$ cat config.mk
export PLATFORM = sky130hd
export DESIGN_NAME = chunk_adder_seq_flat
export DESIGN_NICKNAME = d
export VERILOG_FILES = /design/src/rtl/chunk_adder_seq_pkg.sv /design/src/rtl/chunk_adder_seq_if.sv /design/src/rtl/chunk_adder_seq_chunk_add.sv /design/src/rtl/chunk_adder_seq.sv /design/src/flat_wrapper.sv
export SDC_FILE = /design/constraint.sdc
export NUM_CORES = 1
export LEC_CHECK = 0
export BUFFER_PORTS_ARGS = -buffer_cell sky130_fd_sc_hd__buf_2
export CORE_AREA = 5 5 59 61
export CTS_CLUSTER_SIZE = 25
export DETAILED_ROUTE_END_ITERATION = 10
export DIE_AREA = 0 0 64 66
export PLACE_DENSITY_LB_ADDON = 0.12
export SLEW_MARGIN = 10
export SYNTH_ARGS = -nofsm -noshare
export SYNTH_HDL_FRONTEND = slang
export SYNTH_SLANG_ARGS = --single-unit
$ cat constraint.sdc
create_clock -name clk -period 2.78 [get_ports clk]
set_clock_uncertainty 0.1 [all_clocks]
set_input_delay 0.556 -clock clk [delete_from_list [all_inputs] [get_ports clk]]
set_output_delay 0.556 -clock clk [all_outputs]
set_load 0.005 [all_outputs]
$ cat src/rtl/chunk_adder_seq_pkg.sv
// Shared types and sizing helpers for the chunked sequential adder.
package chunk_adder_seq_pkg;

    typedef enum logic [1:0] {
        ST_IDLE = 2'd0,
        ST_RUN  = 2'd1,
        ST_DONE = 2'd2
    } state_t;

    // Number of chunk steps needed to cover the full operand width.
    function automatic int nchunk_of(input int width, input int chunk);
        return (chunk < 1) ? 1 : width / chunk;
    endfunction

    // Chunk counter width; a single-step adder still gets a 1-bit counter.
    function automatic int cnt_width(input int width, input int chunk);
        int n;
        n = nchunk_of(width, chunk);
        return ($clog2(n) < 1) ? 1 : $clog2(n);
    endfunction

endpackage

$ cat src/rtl/chunk_adder_seq_if.sv
// Operand/result handshake bundle for chunk_adder_seq.
// The sub signal exists only when ADDSUB_EN is defined.
interface chunk_adder_seq_if #(
    parameter int WIDTH = 8
);
    logic             in_valid;
    logic             in_ready;
    logic [WIDTH-1:0] a;
    logic [WIDTH-1:0] b;
    logic             cin;
`ifdef ADDSUB_EN
    logic             sub;
`endif
    logic             out_valid;
    logic             out_ready;
    logic [WIDTH-1:0] sum;
    logic             cout;
    logic             ovf;

    modport master (
`ifdef ADDSUB_EN
        output sub,
`endif
        output in_valid, a, b, cin, out_ready,
        input  in_ready, out_valid, sum, cout, ovf
    );

    modport slave (
`ifdef ADDSUB_EN
        input  sub,
`endif
        input  in_valid, a, b, cin, out_ready,
        output in_ready, out_valid, sum, cout, ovf
    );
endinterface

$ cat src/rtl/chunk_adder_seq_chunk_add.sv
// Combinational CHUNK-bit ripple adder; also exposes the carry into the top bit
// so the caller can form two's-complement overflow on the final chunk.
module chunk_add #(
    parameter int CHUNK = 2
) (
    input  logic [CHUNK-1:0] i_x,
    input  logic [CHUNK-1:0] i_y,
    input  logic             i_ci,
    output logic [CHUNK-1:0] o_s,
    output logic             o_co,
    output logic             o_c_msb
);
    logic [CHUNK:0] w_c;

    assign w_c[0] = i_ci;

    // Full-adder cell per bit, carry rippling upward.
    for (genvar i = 0; i < CHUNK; i++) begin : g_fa
        logic w_p;
        assign w_p        = i_x[i] ^ i_y[i];
        assign o_s[i]     = w_p ^ w_c[i];
        assign w_c[i + 1] = (i_x[i] & i_y[i]) | (w_p & w_c[i]);
    end

    assign o_co    = w_c[CHUNK];
    assign o_c_msb = w_c[CHUNK-1];
endmodule

$ cat src/rtl/chunk_adder_seq.sv
// Multi-cycle adder: adds a + b + cin CHUNK bits per clock with a registered
// carry between chunks. Optional subtract mode under macro ADDSUB_EN.
//
// state | meaning
// IDLE  | waiting for an operand word, in_ready high
// RUN   | one chunk added per cycle
// DONE  | result presented, waiting for out_ready
module chunk_adder_seq
    import chunk_adder_seq_pkg::*;
#(
    parameter int WIDTH = 8,
    parameter int CHUNK = 2
) (
    input  logic              clk,
    input  logic              rst_n,
    chunk_adder_seq_if.slave  bus
);
    localparam int NCHUNK = nchunk_of(WIDTH, CHUNK);
    localparam int CNT_W  = cnt_width(WIDTH, CHUNK);
    localparam logic [CNT_W-1:0] LAST_CNT = CNT_W'(NCHUNK - 1);

    if ((CHUNK < 1) || ((WIDTH % CHUNK) != 0)) begin : g_bad_cfg
        $error("chunk_adder_seq: WIDTH must be a positive multiple of CHUNK");
    end

    state_t             r_state;
    state_t             w_state_nxt;
    logic [WIDTH-1:0]   r_a;
    logic [WIDTH-1:0]   r_b;
    logic [WIDTH-1:0]   r_sum;
    logic               r_carry;
    logic [CNT_W-1:0]   r_cnt;
    logic               r_cout;
    logic               r_ovf;
    logic               r_sub;
    logic               w_last;
    logic               w_init_carry;
    logic [CHUNK-1:0]   w_x;
    logic [CHUNK-1:0]   w_y;
    logic [CHUNK-1:0]   w_s;
    logic               w_co;
    logic               w_c_msb;
    logic               w_in_ready;
    logic               w_out_valid;

`ifdef ADDSUB_EN
    // Subtraction is a + ~b + 1, so the starting carry is forced to 1.
    assign w_init_carry = bus.sub ? 1'b1 : bus.cin;
`else
    assign w_init_carry = bus.cin;
`endif

    assign w_last = (r_cnt == LAST_CNT);
    assign w_x    = r_a[r_cnt*CHUNK +: CHUNK];
    assign w_y    = r_b[r_cnt*CHUNK +: CHUNK] ^ {CHUNK{r_sub}};

    chunk_add #(.CHUNK(CHUNK)) u_chunk_add (
        .i_x     (w_x),
        .i_y     (w_y),
        .i_ci    (r_carry),
        .o_s     (w_s),
        .o_co    (w_co),
        .o_c_msb (w_c_msb)
    );

    // State register.
    always_ff @(posedge clk or negedge rst_n) begin
        if (!rst_n) r_state <= ST_IDLE;
        else        r_state <= w_state_nxt;
    end

    // Next-state decode.
    always_comb begin
        w_state_nxt = r_state;
        case (r_state)
            ST_IDLE: if (bus.in_valid)  w_state_nxt = ST_RUN;
            ST_RUN:  if (w_last)        w_state_nxt = ST_DONE;
            ST_DONE: if (bus.out_ready) w_state_nxt = ST_IDLE;
            default:                    w_state_nxt = ST_IDLE;
        endcase
    end

    // Handshake outputs straight from the state register.
    always_comb begin
        w_in_ready  = (r_state == ST_IDLE);
        w_out_valid = (r_state == ST_DONE);
    end

    // Operand capture on accept, then one chunk of sum per RUN cycle.
    always_ff @(posedge clk or negedge rst_n) begin
        if (!rst_n) begin
            r_a     <= '0;
            r_b     <= '0;
            r_sum   <= '0;
            r_carry <= 1'b0;
            r_cnt   <= '0;
            r_cout  <= 1'b0;
            r_ovf   <= 1'b0;
            r_sub   <= 1'b0;
        end else begin
            case (r_state)
                ST_IDLE: begin
                    if (bus.in_valid) begin
                        r_a     <= bus.a;
                        r_b     <= bus.b;
                        r_carry <= w_init_carry;
                        r_cnt   <= '0;
                        r_sum   <= '0;
`ifdef ADDSUB_EN
                        r_sub   <= bus.sub;
`else
                        r_sub   <= 1'b0;
`endif
                    end
                end
                ST_RUN: begin
                    r_sum[r_cnt*CHUNK +: CHUNK] <= w_s;
                    r_carry <= w_co;
                    if (w_last) begin
                        r_cnt  <= '0;
                        r_cout <= w_co;
                        r_ovf  <= w_co ^ w_c_msb;
                    end else begin
                        r_cnt  <= r_cnt + 1'b1;
                    end
                end
                default: ;
            endcase
        end
    end

    assign bus.in_ready  = w_in_ready;
    assign bus.out_valid = w_out_valid;
    assign bus.sum       = r_sum;
    assign bus.cout      = r_cout;
    assign bus.ovf       = r_ovf;
endmodule

$ cat src/flat_wrapper.sv
// flat-port wrapper written by rule: the top's interface ports become plain ports
module chunk_adder_seq_flat import chunk_adder_seq_pkg::*;
#(
    parameter int WIDTH = 8,
    parameter int CHUNK = 2
)
  (clk, rst_n, bus_in_valid, bus_a, bus_b, bus_cin, bus_out_ready, bus_in_ready, bus_out_valid, bus_sum, bus_cout, bus_ovf);
  chunk_adder_seq_if #(.WIDTH(WIDTH)) bus_i ();
  input  logic clk;
  input  logic rst_n;
  input wire logic [$bits(bus_i.in_valid)-1:0] bus_in_valid;
  input wire logic [$bits(bus_i.a)-1:0] bus_a;
  input wire logic [$bits(bus_i.b)-1:0] bus_b;
  input wire logic [$bits(bus_i.cin)-1:0] bus_cin;
  input wire logic [$bits(bus_i.out_ready)-1:0] bus_out_ready;
  output wire logic [$bits(bus_i.in_ready)-1:0] bus_in_ready;
  output wire logic [$bits(bus_i.out_valid)-1:0] bus_out_valid;
  output wire logic [$bits(bus_i.sum)-1:0] bus_sum;
  output wire logic [$bits(bus_i.cout)-1:0] bus_cout;
  output wire logic [$bits(bus_i.ovf)-1:0] bus_ovf;
  assign bus_i.in_valid = bus_in_valid;
  assign bus_i.a = bus_a;
  assign bus_i.b = bus_b;
  assign bus_i.cin = bus_cin;
  assign bus_i.out_ready = bus_out_ready;
  assign bus_in_ready = bus_i.in_ready;
  assign bus_out_valid = bus_i.out_valid;
  assign bus_sum = bus_i.sum;
  assign bus_cout = bus_i.cout;
  assign bus_ovf = bus_i.ovf;
  chunk_adder_seq #(.WIDTH(WIDTH), .CHUNK(CHUNK)) u_core (.clk(clk), .rst_n(rst_n), .bus(bus_i));
endmodule
# After elaboration in Yosys (flattened, before gate mapping)
# Cells that the tools add are included.
# totals
output_inout_bits	12
register_bits	31
in_bits	21
elab_cells	49
# classes
shift	4
n_eq_ne	6
n_reduce_logical	6
muxes	12
n_bitwise	11
add_sub_neg	2
# op_table
op	n
3-bit negation with 34-bit output	1
2-bit by 34-bit variable shift with 8-bit output, first input constant	1
2-bit by 34-bit variable part select with 8-bit output	1
8-bit one-hot mux with 2 select lines	1
8-bit by 4-bit variable part select with 2-bit output	2
2-bit 2-to-1 mux	5
8-bit bitwise mux	1
8-bit 2-to-1 mux	1
2-bit one-hot mux with 3 select lines	1
2-bit AND reduction	3
1-bit bitwise XOR	5
1-bit AND	4
2-bit == test, second input constant	2
2-bit != test, second input constant	2
2-bit one-hot mux with 2 select lines	1
3-bit AND reduction	1
2-bit by 1-bit adder with 2-bit output, second input constant	1
2-bit by 1-bit == test with 1-bit output, second input constant	1
2-bit zero test	1
2-bit by 1-bit != test with 1-bit output, second input constant	1
1-bit bitwise OR	2
1-bit one-hot mux with 2 select lines	1
2-bit nonzero test	1
1-bit 2-to-1 mux	1

# Longest topological paths before layout
# depth
word_depth	8
depth_mapped	6
depth_no_buf	5

# Cells and area by module
# A second synthesis with hierarchy kept.
# unflattened
cells_unflattened	145
area_unflattened_um2	1547.7
# modules_own_cells
mod	seq_area_each_um2	cells_per_inst	area_each_um2	instances
chunk_adder_seq	775.7	143	1507.7	1
chunk_add	0.0	2	40.0	1

# Worst setup path after synthesis
# No wires, ideal clock.
# synth_timing
path_type	reg2reg
start	reg u_core.r_cnt[0]
end	reg u_core.r_sum[1], in the netlist u_core.bus.sum[1]
n_path_buf	1
path_stages_with_launch	6
t_arrival_ps	2228
setup_ps	121
synth_period_minus_slack_ps	2449
slack_ps	331
t_required_ps	2559
cell_sequence	dfrtp_1 buf_2 mux4_2 fa_1 fa_1 a22o_1
# synth_via
elab_chain_cells	8
word_cells_on_any_way	14
classes_between	add/sub (1); shift (4); mux (2); bitwise (7)
# synth_rtl
element	line_no	source
start, declared	chunk_adder_seq.sv:32	logic [CNT_W-1:0] r_cnt;
start signal, assigned	chunk_adder_seq.sv:124	r_cnt <= r_cnt + 1'b1;
8-bit by 4-bit variable part select with 2-bit output, on equally long branches	chunk_adder_seq.sv:54, chunk_adder_seq.sv:55	
1-bit bitwise XOR	chunk_adder_seq_chunk_add.sv:20	assign w_p = i_x[i] ^ i_y[i];
1-bit AND	chunk_adder_seq_chunk_add.sv:22	assign w_c[i + 1] = (i_x[i] & i_y[i]) | (w_p & w_c[i]);
1-bit bitwise OR	chunk_adder_seq_chunk_add.sv:22	
1-bit bitwise XOR	chunk_adder_seq_chunk_add.sv:21	assign o_s[i] = w_p ^ w_c[i];
2-bit by 34-bit variable part select with 8-bit output	chunk_adder_seq.sv:117	r_sum[r_cnt*CHUNK +: CHUNK] <= w_s;
8-bit bitwise mux (*)	chunk_adder_seq.sv:117	
8-bit one-hot mux with 2 select lines (*)	chunk_adder_seq.sv:101	case (r_state)
end signal, assigned by index	chunk_adder_seq.sv:117	
end, declared	chunk_adder_seq.sv:30	logic [WIDTH-1:0] r_sum;
# Mark *: on every way between the ends. The rest lies on a longest branch, timed or not.
# A chain may end at the register's enable or synchronous reset.

# Final worst setup path
# Same ends and word-level chain as after synthesis.

==> summary.txt <==
Route
  • WL final: 2.70 mm
  • Vias: 950
  • DRT iter0 DRCs: 16
  • Antenna Violating Nets Remaining: 0
  • Via density per instance: 5.37
  • 1st-pass router iterations: 4
  • # DRC: 0
  • Routed WL per cell: 15.2 um

Yosys
  • Seq cells post-synth: 31
  • Yosys warning count: 0
  • Largest area contributor in the netlist: dfrtp_1
  • Largest cells by area after synthesis: dfrtp_1, mux2_2, mux4_2
  • Avg Inst Size Synth: 13.9 um2
  • Yosys cell types: 26
  • Post-synthesis sequential area ratio: a little over half
  • Synth Instances: 106
  • Syn_nets: 133
  • Synthesized area: 0.00148 mm2
  • Post-synth top area share: 52.6%

Clock network
  • Setup bufs post-CTS: 0
  • TritonCTS clock tree: done
  • Hold buffers post-CTS: 0
  • Clock Root Buffer: clkbuf_4
  • Later-pin clock latency in the skew report: roughly 0.32 ns
  • H-tree Lvls: 2
  • CTS max path bufs: 2
  • Worst-path clk slew: 0.09 ns
  • Cts repair resizes: 0
  • Clock sink count: 31
  • CTS Buf Count: 5

Pwr
  • PnR Total Power: 0.00210 W
  • Total leakage power: roughly 0.84 nW
  • Maximum VDD drop: around 740 uV
  • PwrDens: 1230 mW/mm2

GRT
  • Vias in the first global route: roughly 1,000
  • GR Util met3: 5.44%
  • GR Util met2: 23.5%
  • First-pass GRT wire length: 4.75 mm
  • Gr busiest metal: met2
  • Antenna violations before repair: 0
  • Gr ovfl total: 0
  • Gr usage total: 14.8%
  • GR Util met1: 18.2%
  • Pin count of the biggest net entering global routing: 32

Critical path
  • FF-to-FF setup slack: 0.37 ns
  • Critical path class: flip-flop to flip-flop
  • Reg2reg path depth: 4
  • Crit path capture type: flip-flop
  • FF-to-FF End: u_core.bus.sum[1]$_DFFE_PN0P_
  • Worst Setup Start Kind: flip-flop
  • Critical Path RT: 2.90 ns
  • Critical Path AT: 2.53 ns
  • Critical path fanouts, max: 4
  • Reg2reg start: u_core.r_cnt[0]$_DFFE_PN0P_

Timing
  • Max Slew Vio Count: 0
  • RSZ-0062 raised after global routing: no
  • Setup TNS: 0 ns
  • Final Hold Fails: 0
  • Post-layout min period: between 2 and 2.5 ns
  • Period utilisation layout: 86.6%
  • Max frequency: 0.415 GHz
  • Slew @ Worst Pin: 0.667 ns
  • Worst-case hold slack: ~0.15 ns
  • Final setup fails: 0
  • Setup slack after layout: 0.373 ns
  • Rel. slew slack: 55.6%

Status
  • Status: finished, final reports clean

Cells and area
  • Area Growth Syn to Fin: 16.1%
  • Nets@finish: 170
  • Multi-input logic area: about 660 um2
  • Layout cells sized above 1: a little over two fifths
  • Area taken by flip-flops and latches: 776 um2
  • Fill cells: ~260
  • # diodes: 0

Placed design
  • Pre-CTS setup slack: about 0.36 ns
  • Number of port buffers: 32
  • Routability cong.: between 0.7 and 0.8
  • Final HPWL DP: 2.09 mm

Min path
  • Worst Hold Class: input pin to asynchronous set/reset pin

Floorplanning
  • Initial Util: 50.4%
  • Num ports: 33
  • DIE HEIGHT: ~66 um
  • Core area: 0.00293 mm2
  • Row count: 20
  • Chip width: between 60 and 70 um
  • Die ar.: 0.00422 mm2

Flow run
  • Max-cap check violation count: 0
synthesized netlist by cell type (all sizes together):
master,n
mux4,4
buf,4
nor4,1
ha,4
nand3b,2
and4b,1
nor2b,1
nand2,9
mux2,17
nor2,2
a22o,8
and3b,1
o21bai,1
inv,3
a21oi,2
a21o,3
nand2b,2
xnor2,1
dfrtp,31
nor3b,1
o21ai,4
fa,2
nor4b,2
worst max-delay path, cell delays in order (launching register included):
cell and delay (ns):
dfrtp_1 0.45, mux4_2 0.54, fa_1 0.47, fa_1 0.53, a22o_1 0.23
worst max path at each step:
stage	start	to	slack, ns	cells after the start
floorplan	u_core.r_cnt[0]$_DFFE_PN0P_	u_core.bus.sum[1]$_DFFE_PN0P_	0.33	5
global placement	u_core.r_cnt[0]$_DFFE_PN0P_	u_core.bus.sum[1]$_DFFE_PN0P_	0.39	4
detailed placement	u_core.r_cnt[0]$_DFFE_PN0P_	u_core.bus.sum[1]$_DFFE_PN0P_	0.36	4
CTS	u_core.r_cnt[0]$_DFFE_PN0P_	u_core.bus.sum[1]$_DFFE_PN0P_	0.35	4
global route	u_core.r_cnt[0]$_DFFE_PN0P_	u_core.r_carry$_DFFE_PN0P_	0.23	5
finish	u_core.r_cnt[0]$_DFFE_PN0P_	u_core.bus.sum[1]$_DFFE_PN0P_	0.37	4
logic make-up (layout without fill, tap and decap cells):
family	count (synthesis)	after routing	synth area share (%)
AND/OR/NAND/NOR	22	22	10.1
buffers and inverters	7	45	2.71
XOR/XNOR	1	1	0.594
flip-flops	31	31	52.6
AO/OA/AOI/OAI	18	18	8.82
adder cells (fa/ha/maj)	6	6	6.11
multiplexers	21	21	19.1
routing by layer:
layer  routed length, um  vias to the layer above
met2                1370                       24
met4                  29                        0
met3                 146                        4
li1                    -                      460
met1                1150                      462
met5                   0                        -
stage by stage:
| stage | cell area [um2] | std cells | util, % |
|---|---|---|---|
| detailed placement | 1660 | 169 | 56.8 |
| finish | 1710 | 177 | 58.5 |
| CTS | 1710 | 177 | 58.5 |
| global placement | 1660 | 169 | 56.8 |
| floorplan | 1480 | 106 | - |
| global route | 1710 | 177 | 58.5 |
power by group:
part,switching [W],internal [W],leakage [nW]
logic,0.000462,0.000560,0.422
clock network,0.000143,0.0000984,0.0293
registers,0.000177,0.000659,0.385
layout make-up:
class	instances	area share [%]
clock buffer	7	2.63
clock inverter	1	0.292
inverter	3	0.657
multi-input combinational	68	38.5
sequential	31	45.3
tap	33	2.41
timing repair buffer	34	10.2
cells in the final DEF (no fill, tap or decap):
cell type  Yosys  final
buf_2          2     32
dfrtp_1       31     31
mux2_2        17     17
nand2_1        9      9
a22o_1         8      8
clkbuf_4       0      5
mux4_2         4      4
o21ai_0        4      4
ha_1           4      4
inv_1          3      3
a21o_1         3      3
nor2_1         2      2
nand2b_1       2      2
nor4b_1        2      2
a21oi_1        2      2
fa_1           2      2
clkbuf_1       0      2
buf_4          1      2
nand3b_4       1      1
and4b_1        1      1
nor3b_4        1      1
and3b_1        1      1
o21bai_1       1      1
nand3b_1       1      1
xnor2_1        1      1
nor2b_1        1      1
nor4_1         1      1
clkinv_2       0      1
state kept, by name (all words and copies together), names as in the netlist:
register	flops
u_core.bus.cout	1
u_core.bus.ovf	1
u_core.bus.sum	8
u_core.r_a	8
u_core.r_b	8
u_core.r_carry	1
u_core.r_cnt	2
u_core.r_state	2
Note: power is estimated with default switching activity, not from simulation.
